===== src/rtl/fwd_hazard_pkg.sv =====
// Shared encodings for the forwarding/hazard unit: forwarding selects and the
// mul/div tracker state.
package fwd_hazard_pkg;

   typedef enum logic [1:0] {
      FWD_RF  = 2'b00,
      FWD_WB  = 2'b01,
      FWD_MEM = 2'b10
   } fwd_sel_e;

   typedef enum logic {
      MD_IDLE = 1'b0,
      MD_BUSY = 1'b1
   } md_state_e;

endpackage


===== src/rtl/fwd_hazard_unit_if.sv =====
// Pipeline-side signal bundle of fwd_hazard_unit. The pipeline (master) drives
// stage addresses and controls; the unit (slave) returns selects and stall requests.
interface fwd_hazard_unit_if #(
   parameter int REG_AW  = 5,
   parameter int NUM_SRC = 2
);
   logic [NUM_SRC*REG_AW-1:0] id_src;
   logic [NUM_SRC-1:0]        id_src_used;
   logic                      id_md_op;
   logic [NUM_SRC*REG_AW-1:0] ex_src;
   logic [REG_AW-1:0]         ex_rd;
   logic                      ex_mem_read;
   logic                      ex_md_start;
   logic [REG_AW-1:0]         mem_rd;
   logic                      mem_reg_write;
   logic [REG_AW-1:0]         wb_rd;
   logic                      wb_reg_write;
   logic                      flush;
   logic [2*NUM_SRC-1:0]      fwd_sel;
   logic                      stall;
   logic                      id_ex_bubble;
   logic                      md_busy;
   logic                      md_done;
   // Debug view of the mul/div tracker state.
   fwd_hazard_pkg::md_state_e md_state;

   modport master (
      output id_src, id_src_used, id_md_op, ex_src, ex_rd, ex_mem_read, ex_md_start,
             mem_rd, mem_reg_write, wb_rd, wb_reg_write, flush,
      input  fwd_sel, stall, id_ex_bubble, md_busy, md_done, md_state
   );

   modport slave (
      input  id_src, id_src_used, id_md_op, ex_src, ex_rd, ex_mem_read, ex_md_start,
             mem_rd, mem_reg_write, wb_rd, wb_reg_write, flush,
      output fwd_sel, stall, id_ex_bubble, md_busy, md_done, md_state
   );
endinterface


===== src/rtl/fwd_hazard_unit_md_tracker.sv =====
// Tracks one in-flight multi-cycle mul/div: IDLE/BUSY FSM, remaining-cycle
// counter and captured destination register.
module md_tracker
   import fwd_hazard_pkg::*;
#(
   parameter int REG_AW = 5,
   parameter int MD_LAT = 4
) (
   input  logic              clk,
   input  logic              rst_n,
   input  logic              start,
   input  logic [REG_AW-1:0] rd,
   output logic              md_busy,
   output logic              md_done,
   output logic [REG_AW-1:0] md_rd,
   output md_state_e         state
);
   localparam int CW = $clog2(MD_LAT);

   md_state_e         state_n;
   logic [CW-1:0]     cnt, cnt_n;
   logic [REG_AW-1:0] rd_n;

   always_ff @(posedge clk or negedge rst_n) begin
      if (!rst_n) begin
         state <= MD_IDLE;
         cnt   <= '0;
         md_rd <= '0;
      end else begin
         state <= state_n;
         cnt   <= cnt_n;
         md_rd <= rd_n;
      end
   end

   // Outputs depend on state only, so start may legally depend on md_busy.
   assign md_busy = (state == MD_BUSY);
   assign md_done = (state == MD_BUSY) && (cnt == '0);

   always_comb begin
      state_n = state;
      cnt_n   = cnt;
      rd_n    = md_rd;
      case (state)
         MD_IDLE: begin
            if (start) begin
               state_n = MD_BUSY;
               cnt_n   = CW'(MD_LAT - 1);
               rd_n    = rd;
            end
         end
         MD_BUSY: begin
            if (cnt == '0) begin
               // A start in the done cycle chains straight into a new operation.
               if (start) begin
                  cnt_n = CW'(MD_LAT - 1);
                  rd_n  = rd;
               end else begin
                  state_n = MD_IDLE;
               end
            end else begin
               cnt_n = cnt - 1'b1;
            end
         end
         default: state_n = MD_IDLE;
      endcase
   end
endmodule


===== src/rtl/fwd_hazard_unit.sv =====
// Operand forwarding selects plus load-use and mul/div stall generation.
// Define ZERO_REG_FWD_EN to treat register 0 as hardwired zero (never matches).
module fwd_hazard_unit
   import fwd_hazard_pkg::*;
#(
   parameter int REG_AW  = 5,
   parameter int NUM_SRC = 2,
   parameter int MD_LAT  = 4
) (
   input logic               clk,
   input logic               rst_n,
   fwd_hazard_unit_if.slave  hz
);
`ifdef ZERO_REG_FWD_EN
   localparam bit ZERO_REG = 1'b1;
`else
   localparam bit ZERO_REG = 1'b0;
`endif

   logic                 md_busy;
   logic                 md_done;
   logic [REG_AW-1:0]    md_rd;
   md_state_e            md_state;
   logic                 load_use;
   logic                 md_dep;
   logic                 hazard;
   logic                 start_ok;
   logic [2*NUM_SRC-1:0] fwd;

   function automatic logic addr_hit(input logic [REG_AW-1:0] a, input logic [REG_AW-1:0] b);
      return (a == b) && !(ZERO_REG && (a == '0));
   endfunction

   // EX/MEM result is newer than MEM/WB, so it takes priority.
   always_comb begin
      fwd = '0;
      for (int i = 0; i < NUM_SRC; i++) begin
         if (hz.mem_reg_write && addr_hit(hz.mem_rd, hz.ex_src[i*REG_AW +: REG_AW]))
            fwd[2*i +: 2] = FWD_MEM;
         else if (hz.wb_reg_write && addr_hit(hz.wb_rd, hz.ex_src[i*REG_AW +: REG_AW]))
            fwd[2*i +: 2] = FWD_WB;
         else
            fwd[2*i +: 2] = FWD_RF;
      end
   end

   always_comb begin
      load_use = 1'b0;
      md_dep   = 1'b0;
      for (int i = 0; i < NUM_SRC; i++) begin
         if (hz.id_src_used[i] && addr_hit(hz.id_src[i*REG_AW +: REG_AW], hz.ex_rd))
            load_use = 1'b1;
         if (hz.id_src_used[i] && addr_hit(hz.id_src[i*REG_AW +: REG_AW], md_rd))
            md_dep = 1'b1;
      end
      // Flush kills the ID instruction, so there is nothing left to hold.
      hazard = ((hz.ex_mem_read && load_use) || (md_busy && (hz.id_md_op || md_dep)))
               && !hz.flush;
   end

   assign start_ok = hz.ex_md_start && !hazard;

   md_tracker #(
      .REG_AW (REG_AW),
      .MD_LAT (MD_LAT)
   ) u_md_tracker (
      .clk     (clk),
      .rst_n   (rst_n),
      .start   (start_ok),
      .rd      (hz.ex_rd),
      .md_busy (md_busy),
      .md_done (md_done),
      .md_rd   (md_rd),
      .state   (md_state)
   );

   assign hz.fwd_sel      = fwd;
   assign hz.stall        = hazard;
   assign hz.id_ex_bubble = hazard;
   assign hz.md_busy      = md_busy;
   assign hz.md_done      = md_done;
   assign hz.md_state     = md_state;
endmodule

===== src/flat_wrapper.sv =====
// flat-port wrapper written by rule: the top's interface ports become plain ports
module fwd_hazard_unit_flat import fwd_hazard_pkg::*;
#(
   parameter int REG_AW  = 5,
   parameter int NUM_SRC = 2,
   parameter int MD_LAT  = 4
)
  (clk, rst_n, hz_id_src, hz_id_src_used, hz_id_md_op, hz_ex_src, hz_ex_rd, hz_ex_mem_read, hz_ex_md_start, hz_mem_rd, hz_mem_reg_write, hz_wb_rd, hz_wb_reg_write, hz_flush, hz_fwd_sel, hz_stall, hz_id_ex_bubble, hz_md_busy, hz_md_done, hz_md_state);
  fwd_hazard_unit_if #(.REG_AW(REG_AW), .NUM_SRC(NUM_SRC)) hz_i ();
  input logic clk;
  input logic rst_n;
  input wire logic [$bits(hz_i.id_src)-1:0] hz_id_src;
  input wire logic [$bits(hz_i.id_src_used)-1:0] hz_id_src_used;
  input wire logic [$bits(hz_i.id_md_op)-1:0] hz_id_md_op;
  input wire logic [$bits(hz_i.ex_src)-1:0] hz_ex_src;
  input wire logic [$bits(hz_i.ex_rd)-1:0] hz_ex_rd;
  input wire logic [$bits(hz_i.ex_mem_read)-1:0] hz_ex_mem_read;
  input wire logic [$bits(hz_i.ex_md_start)-1:0] hz_ex_md_start;
  input wire logic [$bits(hz_i.mem_rd)-1:0] hz_mem_rd;
  input wire logic [$bits(hz_i.mem_reg_write)-1:0] hz_mem_reg_write;
  input wire logic [$bits(hz_i.wb_rd)-1:0] hz_wb_rd;
  input wire logic [$bits(hz_i.wb_reg_write)-1:0] hz_wb_reg_write;
  input wire logic [$bits(hz_i.flush)-1:0] hz_flush;
  output wire logic [$bits(hz_i.fwd_sel)-1:0] hz_fwd_sel;
  output wire logic [$bits(hz_i.stall)-1:0] hz_stall;
  output wire logic [$bits(hz_i.id_ex_bubble)-1:0] hz_id_ex_bubble;
  output wire logic [$bits(hz_i.md_busy)-1:0] hz_md_busy;
  output wire logic [$bits(hz_i.md_done)-1:0] hz_md_done;
  output wire logic [$bits(hz_i.md_state)-1:0] hz_md_state;
  assign hz_i.id_src = hz_id_src;
  assign hz_i.id_src_used = hz_id_src_used;
  assign hz_i.id_md_op = hz_id_md_op;
  assign hz_i.ex_src = hz_ex_src;
  assign hz_i.ex_rd = hz_ex_rd;
  assign hz_i.ex_mem_read = hz_ex_mem_read;
  assign hz_i.ex_md_start = hz_ex_md_start;
  assign hz_i.mem_rd = hz_mem_rd;
  assign hz_i.mem_reg_write = hz_mem_reg_write;
  assign hz_i.wb_rd = hz_wb_rd;
  assign hz_i.wb_reg_write = hz_wb_reg_write;
  assign hz_i.flush = hz_flush;
  assign hz_fwd_sel = hz_i.fwd_sel;
  assign hz_stall = hz_i.stall;
  assign hz_id_ex_bubble = hz_i.id_ex_bubble;
  assign hz_md_busy = hz_i.md_busy;
  assign hz_md_done = hz_i.md_done;
  assign hz_md_state = hz_i.md_state;
  fwd_hazard_unit #(.REG_AW(REG_AW), .NUM_SRC(NUM_SRC), .MD_LAT(MD_LAT)) u_core (.clk(clk), .rst_n(rst_n), .hz(hz_i));
endmodule

===== config.mk =====
export PLATFORM = sky130hd
export DESIGN_NAME = fwd_hazard_unit_flat
export DESIGN_NICKNAME = d
export VERILOG_FILES = /design/src/rtl/fwd_hazard_pkg.sv /design/src/rtl/fwd_hazard_unit_if.sv /design/src/rtl/fwd_hazard_unit_md_tracker.sv /design/src/rtl/fwd_hazard_unit.sv /design/src/flat_wrapper.sv
export SDC_FILE = /design/constraint.sdc
export NUM_CORES = 1
export LEC_CHECK = 0
export CORE_ASPECT_RATIO = 0.5
export CORE_MARGIN = 2
export CORE_UTILIZATION = 30
export CTS_CLUSTER_DIAMETER = 100
export DETAILED_ROUTE_END_ITERATION = 16
export GPL_TIMING_DRIVEN = 0
export PLACE_DENSITY = 0.76
export SYNTH_ARGS = -nofsm -noshare
export SYNTH_HDL_FRONTEND = slang
export SYNTH_SLANG_ARGS = --single-unit

===== constraint.sdc =====
create_clock -name clk -period 2.4 [get_ports clk]
set_input_delay 0.48 -clock clk [delete_from_list [all_inputs] [get_ports clk]]
set_output_delay 0.48 -clock clk [all_outputs]
set_load 0.005 [all_outputs]

After elaboration in Yosys (flattened, before gate mapping) --
Cells that the tools add are included.
Word-level totals: register bits 8, output and inout bits 9
Cells by class: add/subtract/negate cells 1, eq/ne operators 9, multiplexer cells 17, bitwise operators 1, reduce and logical (&&, ||, !) cells 18
Operator list (number):
- equality test 5 bit | 8
- logical AND 1 bit | 13
- 2-to-1 mux 5 bit | 2
- one-hot mux 5 bit (2 select lines) | 1
- 2-to-1 mux 1 bit | 8
- 2-to-1 mux 2 bit | 4
- one-hot mux 2 bit (2 select lines) | 1
- logical NOT 1 bit | 2
- logical NOT 2 bit | 1
- logical OR 1 bit | 2
- inequality test 2 x 1 -> 1 bit, second input constant | 1
- one-hot mux 1 bit (2 select lines) | 1
- subtractor 2 x 1 -> 2 bit, second input constant | 1
- inverter 1 bit | 1

Longest topological paths before layout --
Gate-level depths: netlist of the first run.
depth in word-level cells 13, depth in mapped cells 6

Hierarchy --
A second synthesis of the first run with hierarchy kept.
Unflattened totals: cells, all modules 100, area total of the unflattened synthesis 904.6 µm²
Modules (own cells, without submodules):
- fwd_hazard_unit | times used 1, cells an instance 65, area an instance 520.5 µm², sequential area each 0.0 µm²
- md_tracker | times used 1, cells an instance 35, area an instance 384.1 µm², sequential area each 200.2 µm²

Worst setup path after synthesis of the first run --
No wires, ideal clock.
path type in2out, from input hz_ex_rd[4], to output hz_stall, data arrival time 1.422 ns, data required time 1.920 ns, setup slack 0.498 ns, stages on the path 5, cell sequence xor2_1 > nor4_1 > nand4_1 > a41oi_2 > buf_4
On the way: longest elaborated chain between the ends 7
RTL lines:
- from (decl) | RTL line flat_wrapper.sv:16 | input wire logic [$bits(hz_i.ex_rd)-1:0] hz_ex_rd;
- equality test 5 bit | RTL line fwd_hazard_unit.sv:31 | return (a == b) && !(ZERO_REG && (a == '0));
- logical AND 1 bit | RTL line fwd_hazard_unit.sv:51 | if (hz.id_src_used[i] && addr_hit(hz.id_src[i*REG_AW +: REG_AW], hz.ex_rd))
- 2-to-1 mux 1 bit | RTL line fwd_hazard_unit.sv:51
- 2-to-1 mux 1 bit (*) | RTL line fwd_hazard_unit.sv:51
- logical AND 1 bit (*) | RTL line fwd_hazard_unit.sv:57 | hazard = ((hz.ex_mem_read && load_use) || (md_busy && (hz.id_md_op || md_dep)))
- logical OR 1 bit (*) | RTL line fwd_hazard_unit.sv:57
- logical AND 1 bit (*) | RTL line fwd_hazard_unit.sv:58 | && !hz.flush;
- to (decl) | RTL line flat_wrapper.sv:25 | output wire logic [$bits(hz_i.stall)-1:0] hz_stall;
Every way passes the cells marked *; elsewhere a longest branch is shown, timed or not.

Final worst setup path of the first run --
from input hz_id_src[1], to output hz_stall
On the way: longest elaborated chain between the ends 8
RTL lines:
- from (decl) | RTL line flat_wrapper.sv:12 | input wire logic [$bits(hz_i.id_src)-1:0] hz_id_src;
- equality test 5 bit | RTL line fwd_hazard_unit.sv:31
- logical AND 1 bit | RTL line fwd_hazard_unit.sv:53 | if (hz.id_src_used[i] && addr_hit(hz.id_src[i*REG_AW +: REG_AW], md_rd))
- 2-to-1 mux 1 bit (2 in series) | RTL line fwd_hazard_unit.sv:53
- logical OR 1 bit | RTL line fwd_hazard_unit.sv:57
- logical AND 1 bit | RTL line fwd_hazard_unit.sv:57
- logical OR 1 bit (*) | RTL line fwd_hazard_unit.sv:57
- logical AND 1 bit (*) | RTL line fwd_hazard_unit.sv:58
Marked as above.

==> flow_summary_export.csv, run 1 <==
group,metric,value,unit
status,status,"complete, but fails checks",
status,violations,"negative setup slack",
critical_path,ff2ff_setup_slack,0.44,ns
timing,slew_viol_final,0,
power,ir_drop,0.381,mV
critical_path,required,1.92,ns
synth,yosys.area.top_type,"xor2_1",
timing,fin_skew,0.00230,ns
timing,hold_ws,0.525,ns
drt,wl_per_cell,12.8,um
critical_path,reg2reg_depth,8,
timing,rsz0062_at_grt,"yes",
global_routing,grt_usage,15.0,%
critical_path,crit_type,"primary input to output pin",
synth,syn-num-nets,131,
critical_path,cp_cell_sequence,"dlygate4sd2_1 > xor2_1 > nor4_1 > nand4_1 > a41oi_2 > buf_4 > buf_4 > buf_4",
cts,cts_tree,"built",
power,p_seq_share,33.6,%
drt,vias,841,
cts,htreeDepth,1,
global_routing,grt_remaining_overflow,0,
drt,drtPass1Iterations,2,
place,dpl.hpwl,1.95,mm
global_routing,antenna_found_initial,0,
drt,dr.first_iter.drc_count,9,
synth,synth_ff_type,"dfrtp_1",
power,p_int,595,uW
power,power_frac_comb,49.3,%
global_routing,grt_first_pass_wirelength,3.55,mm
hold_path,hold_path.class,"primary input to asynchronous set/reset pin",
floorplan,rows,13,
timing,period_minus_slack,2.41,ns
timing,fin_ws,-0.00846,ns
power,p_leak,0.000670,uW
critical_path,cp-end-kind,"output pin",
timing,period_share,100,%
synth,seq_area_frac_synth,24.5,%
finish,layout-drive-gt1-share,15.6,%
synth,synth.avg_cell_area,9.49,um^2
critical_path,r2r_end,"u_core.u_md_tracker.md_rd[3]",
critical_path,cp_max_fo,2,
synth,synth-edff-count,0,
critical_path,cpPeakStageDelay,0.31,ns
timing,finalHoldViolations,0,
cts,clk_pin_slew,0.04,ns
synth,synth_cell_type_count,19,
critical_path,cp.buffers_inverters,4,
timing,fmax,415,MHz
cts,holdBufCountCts,0,
cts,clockBufferDepth,2,
finish,syn_to_final_growth,79.1,%
drt,antenna_left,0,
floorplan,initial_core_util,31.5,%
place,gp_congestion,0.719,
place,placed_area,1390,um^2
critical_path,arrival,1.93,ns
floorplan,core,2590,um^2
synth,async_reset_ff_share,100,%
critical_path,path_delay_family,"buffers and inverters",
critical_path,cp_slowest_cell,"nor4_1",
timing,worst_pin_slew,0.344,ns
floorplan,io_pins,54,
place,io_buffers,53,
synth,yosys_warnings,0,
job,maxCapViolCount,0,
drt,finalWirelength,2.35,mm
synth,ys_top_cells_by_count,"33 x xor2_1, 8 x dfrtp_1, 8 x nor4_1, 8 x xnor2_1, 5 x mux2_2",
finish,fin_area,1460,um^2
power,power.density,630,nW/um^2
finish,diodes,0,
power,p_clk_share,17.2,%
synth,synth_most_common_cell,"xor2_1",
drt,drcViolationCount,0,
critical_path,critPathLaunchType,"primary input",
synth,syn-instance-count,86,
finish,finish.utilization,56.5,%
timing,slew_headroom,77.0,%
timing,setup_viol,1,
cts,clk_latency,0.23,ns
global_routing,first_global_vias,843,
power,p_sw_share,35.3,%
synth,synth-seq-cells,8,
cts,cts_buffers,3,
synth,netlist_top_cells_area,"xor2_1 35%, dfrtp_1 25%, xnor2_1 8.6%, mux2_2 6.9%, nor4_1 6.1%",
power,p_sw,325,uW
timing,final.setup.tns,-0.00846,ns
critical_path,r2r_start,"u_core.u_md_tracker.md_rd[0]",
synth,synthesis.area,816,um^2
floorplan,die_h,40.9,um
finish,final_nets,194,
floorplan,dieWidth,77.7,um
cts,cts_root_buf,"clkbuf_8",
drt,viasPerCell,4.57,
synth,synth_top_area_share,35.4,%
cts,cts_sinks,8,
global_routing,grt_max_degree,11,
critical_path,crit_top_cell,"buf_4",
place,dp_slack,-0.666,ns
floorplan,dieArea,3180,um^2
[cell type report]
cell class                 instances  area (um^2)
multi-input combinational         75          628
fill                             234         1120
timing repair buffer              58          527
tap                               37         46.3
sequential                         8          200
inverter                           1         3.75
buffer                             2         15.0
clock buffer                       3         41.3
[flip-flops by register name (all words and copies together) (netlist names)]
signal                       cells
u_core.u_md_tracker.md_busy      1
u_core.u_md_tracker.cnt          2
u_core.u_md_tracker.md_rd        5
[layer usage]
layer	GRT usage, %	part of all wire (%)	wire length, um
met4	4.91	0.81	19
met3	4.19	8.2	193
met2	30.8	49	1150
met1	15.9	42	986
met5	0	0	0
[cells in the final DEF, fill, tap and decap left out]
cell type        count
nor2_2               1
xor2_1              33
o21ai_0              1
inv_1                1
nor4_2               5
and3_1               3
clkdlybuf4s50_1     16
nor2_1               2
dlygate4sd2_1       33
a21oi_1              1
nand2b_1             1
dfrtp_1              8
buf_4                8
nor4_1               3
mux2_2               5
xnor2_1              8
nor3b_1              1
clkbuf_8             3
a41oi_2              1
a22oi_1              3
dlymetal6s2s_1       1
nand4_1              3
nand2_1              2
clkdlybuf4s15_1      2
nand3_1              2
[per-stage QoR]
stage          total power (uW)  instances
6_report                    920        184
3_3_place_gp                743        176
2_1_floorplan               540         86
4_1_cts                     916        182
5_1_grt                     992        184
3_5_place_dp                762        176
[kinds of logic after synthesis]
family	after synthesis	synth area share (%)
xor+xnor	41	44.0
simple gates	23	16.3
flops	8	24.5
compound gates	6	5.98
mux	5	6.90
buf+inv	3	2.30
[worst max-delay path by stage]
stage,from,end,slack (ns),cells after the start
after CTS,hz_ex_src[6],hz_fwd_sel[3],0.0006,5
after global placement,hz_ex_rd[4],hz_stall,-0.63,7
after floorplan,hz_ex_rd[4],hz_stall,0.50,5
final,hz_id_src[1],hz_stall,-0.008,8
after global routing,hz_ex_rd[0],hz_stall,-0.08,8
after detailed placement,hz_ex_rd[4],hz_stall,-0.67,7
[what timing repair did]
item | in CTS | in global routing
setup buffers | 3 | 2
gates resized for setup | 41 | 4
endpoints found under the setup margin | 6 | 5
pin swaps | 14 | 4
[power groups by stage]
| stage | combinational, uW | clock [uW] | sequential, uW |
|---|---|---|---|
| finish | 453 | 158 | 309 |
| floorplan | 258 | 0 | 282 |
| global route | 497 | 173 | 322 |
| detailed placement | 454 | 0 | 308 |
| CTS | 447 | 163 | 306 |
| global placement | 441 | 0 | 302 |
No activity file was read; power rests on OpenSTA's default activity.
==> run 2: changes to the inputs <==
Settings changed: PLACE_DENSITY 0.76 to 0.74, SETUP_SLACK_MARGIN from default to 0.15, SYNTH_HIERARCHICAL from default to 1.
==> run 2 against run 1 <==
- the flow now finishes without violations
- hold slack improved by 0.016 ns
- sequential share of layout area decreased by 0.39 points
- combinational power increased by 8.4%
- clock power about the same
- via count increased by 11%
- critical endpoint is now hz_fwd_sel[0]
- first-iteration DRC count increased by 130%
- synthesized cell count increased by 16%
- register-to-register slack improved by 0.02 ns
- clock skew decreased by 0.0020 ns
- largest cell class unchanged
- cell count increased by 7.1%
- die area increased by 10%
==> flow_summary_export.csv, run 2 <==
group,metric,value,unit
cts,cts_root_buf,"clkbuf_8",
synth,syn-instance-count,100,
synth,synth_fa_ha_area_share,0,%
place,io_buffers,53,
timing,period_minus_slack,2.29,ns
critical_path,reg2reg_depth,7,
critical_path,critPathLaunchType,"primary input",
synth,synth_top_family_by_area,"XOR/XNOR gates",
finish,diodes,0,
timing,fin_skew,0.000344,ns
global_routing,grt_max_degree,11,
power,power_frac_comb,51.8,%
critical_path,cp_max_fo,2,
finish,final_common_cell,"dlygate4sd2_1",
synth,async_reset_ff_share,100,%
global_routing,antenna_found_initial,0,
power,p_seq_share,31.9,%
job,maxCapViolCount,0,
critical_path,arrival,1.81,ns
finish,layout-drive-gt1-share,10.8,%
drt,vias,931,
cts,clk_latency,0.22,ns
synth,yosys.area.top_type,"xor2_1",
synth,netlist_top_cells_area,"xor2_1 23%, dfrtp_1 22%, xnor2_1 15%, o32ai_1 4.8%, nand3_1 2.8%",
global_routing,grt_remaining_overflow,0,
synth,synth-edff-count,0,
timing,finalHoldViolations,0,
finish,final_nets,204,
critical_path,cp-end-kind,"output pin",
drt,drtPass1Iterations,4,
synth,synthesis.area,905,um^2
place,gp_congestion,0.773,
critical_path,crit_type,"primary input to output pin",
drt,finalWirelength,2.54,mm
floorplan,core,2940,um^2
cts,cts_buffers,3,
timing,worst_pin_slew,0.375,ns
finish,final_cell_mix,"31 x dlygate4sd2_1, 24 x xor2_1, 16 x xnor2_1",
place,dpl.hpwl,2.13,mm
synth,synth_most_common_cell,"xor2_1",
drt,viasPerCell,4.73,
power,p_sw_share,35.4,%
finish,largest-register,"u_core/u_md_tracker/md_rd",
timing,hold_ws,0.541,ns
finish,syn_to_final_growth,66.3,%
critical_path,required,1.92,ns
timing,setup_viol,0,
power,p_clk_share,16.3,%
finish,largest_reg_flops,5,
cts,htreeDepth,1,
floorplan,dieWidth,81.7,um
power,power.density,630,nW/um^2
synth,seq_area_frac_synth,22.1,%
cts,clk_pin_slew,0.04,ns
drt,drcViolationCount,0,
status,status,"finished, final reports clean",
synth,synth.mux.area_fraction,1.24,%
synth,synth-simple-area-share,22.7,%
power,p_sw,335,uW
timing,fmax,436,MHz
synth,synth_compound_area_share,10.2,%
floorplan,initial_core_util,30.7,%
place,placed_area,1490,um^2
synth,syn-num-nets,145,
timing,period_share,95.5,%
timing,slew_viol_final,0,
timing,rsz0062_at_grt,"no",
synth,synth-xor-area-share,38.7,%
global_routing,grt_first_pass_wirelength,3.70,mm
drt,dr.first_iter.drc_count,21,
hold_path,hold_path.class,"primary input to asynchronous set/reset pin",
synth,synth_ff_type,"dfrtp_1",
power,p_int,612,uW
synth,synth_top_area_share,23.2,%
synth,synth.avg_cell_area,9.05,um^2
synth,ys_top_cells_by_count,"24 x xor2_1, 16 x xnor2_1, 8 x dfrtp_1",
drt,antenna_left,0,
power,ir_drop,0.211,mV
drt,wl_per_cell,12.9,um
power,p_leak,0.000660,uW
finish,fin_area,1500,um^2
synth,yosys_warnings,6,
global_routing,first_global_vias,900,
global_routing,grt_usage,14.0,%
floorplan,dieArea,3500,um^2
timing,slew_headroom,74.8,%
synth,synth-seq-cells,8,
cts,cts_tree,"built",
floorplan,rows,14,
floorplan,io_pins,54,
floorplan,die_h,42.8,um
cts,clockBufferDepth,2,
synth,synth_cell_type_count,27,
cts,holdBufCountCts,0,
cts,cts_sinks,8,
## run 2: worst paths after layout
path                            slack (ns)                           end                        start
worst max register to register        0.46  u_core/u_md_tracker/md_rd[0]  u_core/u_md_tracker/md_busy
worst min register to register        0.60    u_core/u_md_tracker/cnt[0]   u_core/u_md_tracker/cnt[0]
min in group clk                      0.60    u_core/u_md_tracker/cnt[0]   u_core/u_md_tracker/cnt[0]
worst min-delay path                  0.54  u_core/u_md_tracker/md_rd[0]                        rst_n
worst max-delay path                  0.11                 hz_fwd_sel[0]                 hz_mem_rd[4]
max in group asynchronous             1.60  u_core/u_md_tracker/md_rd[4]                        rst_n
## run 2: logic make-up (layout without fill, tap and decap cells)
family | Yosys count | after routing
muxes | 1 | 1
DFF | 8 | 8
xor gates and xnor gates | 40 | 40
and+or+nand+nor | 32 | 32
AOI/OAI and AO/OA | 11 | 11
buffers and inverters | 8 | 65
## run 2: timing repair
action | in CTS | in global routing
hold endpoints to repair | 0 | 0
gates resized for setup | 46 | 7
setup buffers | 1 | 0
pin swaps | 13 | 9
setup endpoints to repair | 6 | 4
## run 2: area by class of cell
type / count / area [um^2]
fillers: 296 / 1440
multi-input cells: 84 / 673
repair buffers: 54 / 494
flip-flops and latches: 8 / 200
well taps: 40 / 50.0
clock buffers: 3 / 41.3
plain buffers: 3 / 26.3
inverters: 5 / 18.8
## run 2: routing by layer
metal / up-vias / global-route usage [%] / part of all wire (%)
met5: - / 0 / 0
met4: 0 / 5.00 / 0.55
met3: 2 / 2.77 / 7.9
met2: 32 / 29.2 / 52
met1: 434 / 13.5 / 39
li1: 463 / - / -
## run 2: per-stage QoR
| stage | util [%] | total power, uW | setup TNS (ns) | setup WS [ns] | instances |
|---|---|---|---|---|---|
| 2_1_floorplan | - | 590 | 0 | 0.579 | 100 |
| 3_3_place_gp | 50.5 | 800 | -1.95 | -0.387 | 193 |
| 3_5_place_dp | 50.5 | 812 | -1.98 | -0.354 | 193 |
| 4_1_cts | 51.0 | 960 | 0 | 0.0987 | 197 |
| 5_1_grt | 51.1 | 1020 | 0 | 0.152 | 197 |
| 6_report | 51.1 | 947 | 0 | 0.107 | 197 |
## run 2: power by group through the flow
stage	Clock, uW	Combinational (uW)	Sequential (uW)
final	155	491	302
after global routing	167	536	314
after CTS	162	494	304
after detailed placement	0	507	305
after global placement	0	501	298
after floorplan	0	308	282
## run 2: worst max-delay path, stage by stage
cell and delay [ns]:
dlygate4sd2_1 0.26, xor2_1 0.15, nor4_1 0.39, and3_1 0.23, nor2_1 0.05, dlygate4sd2_1 0.25
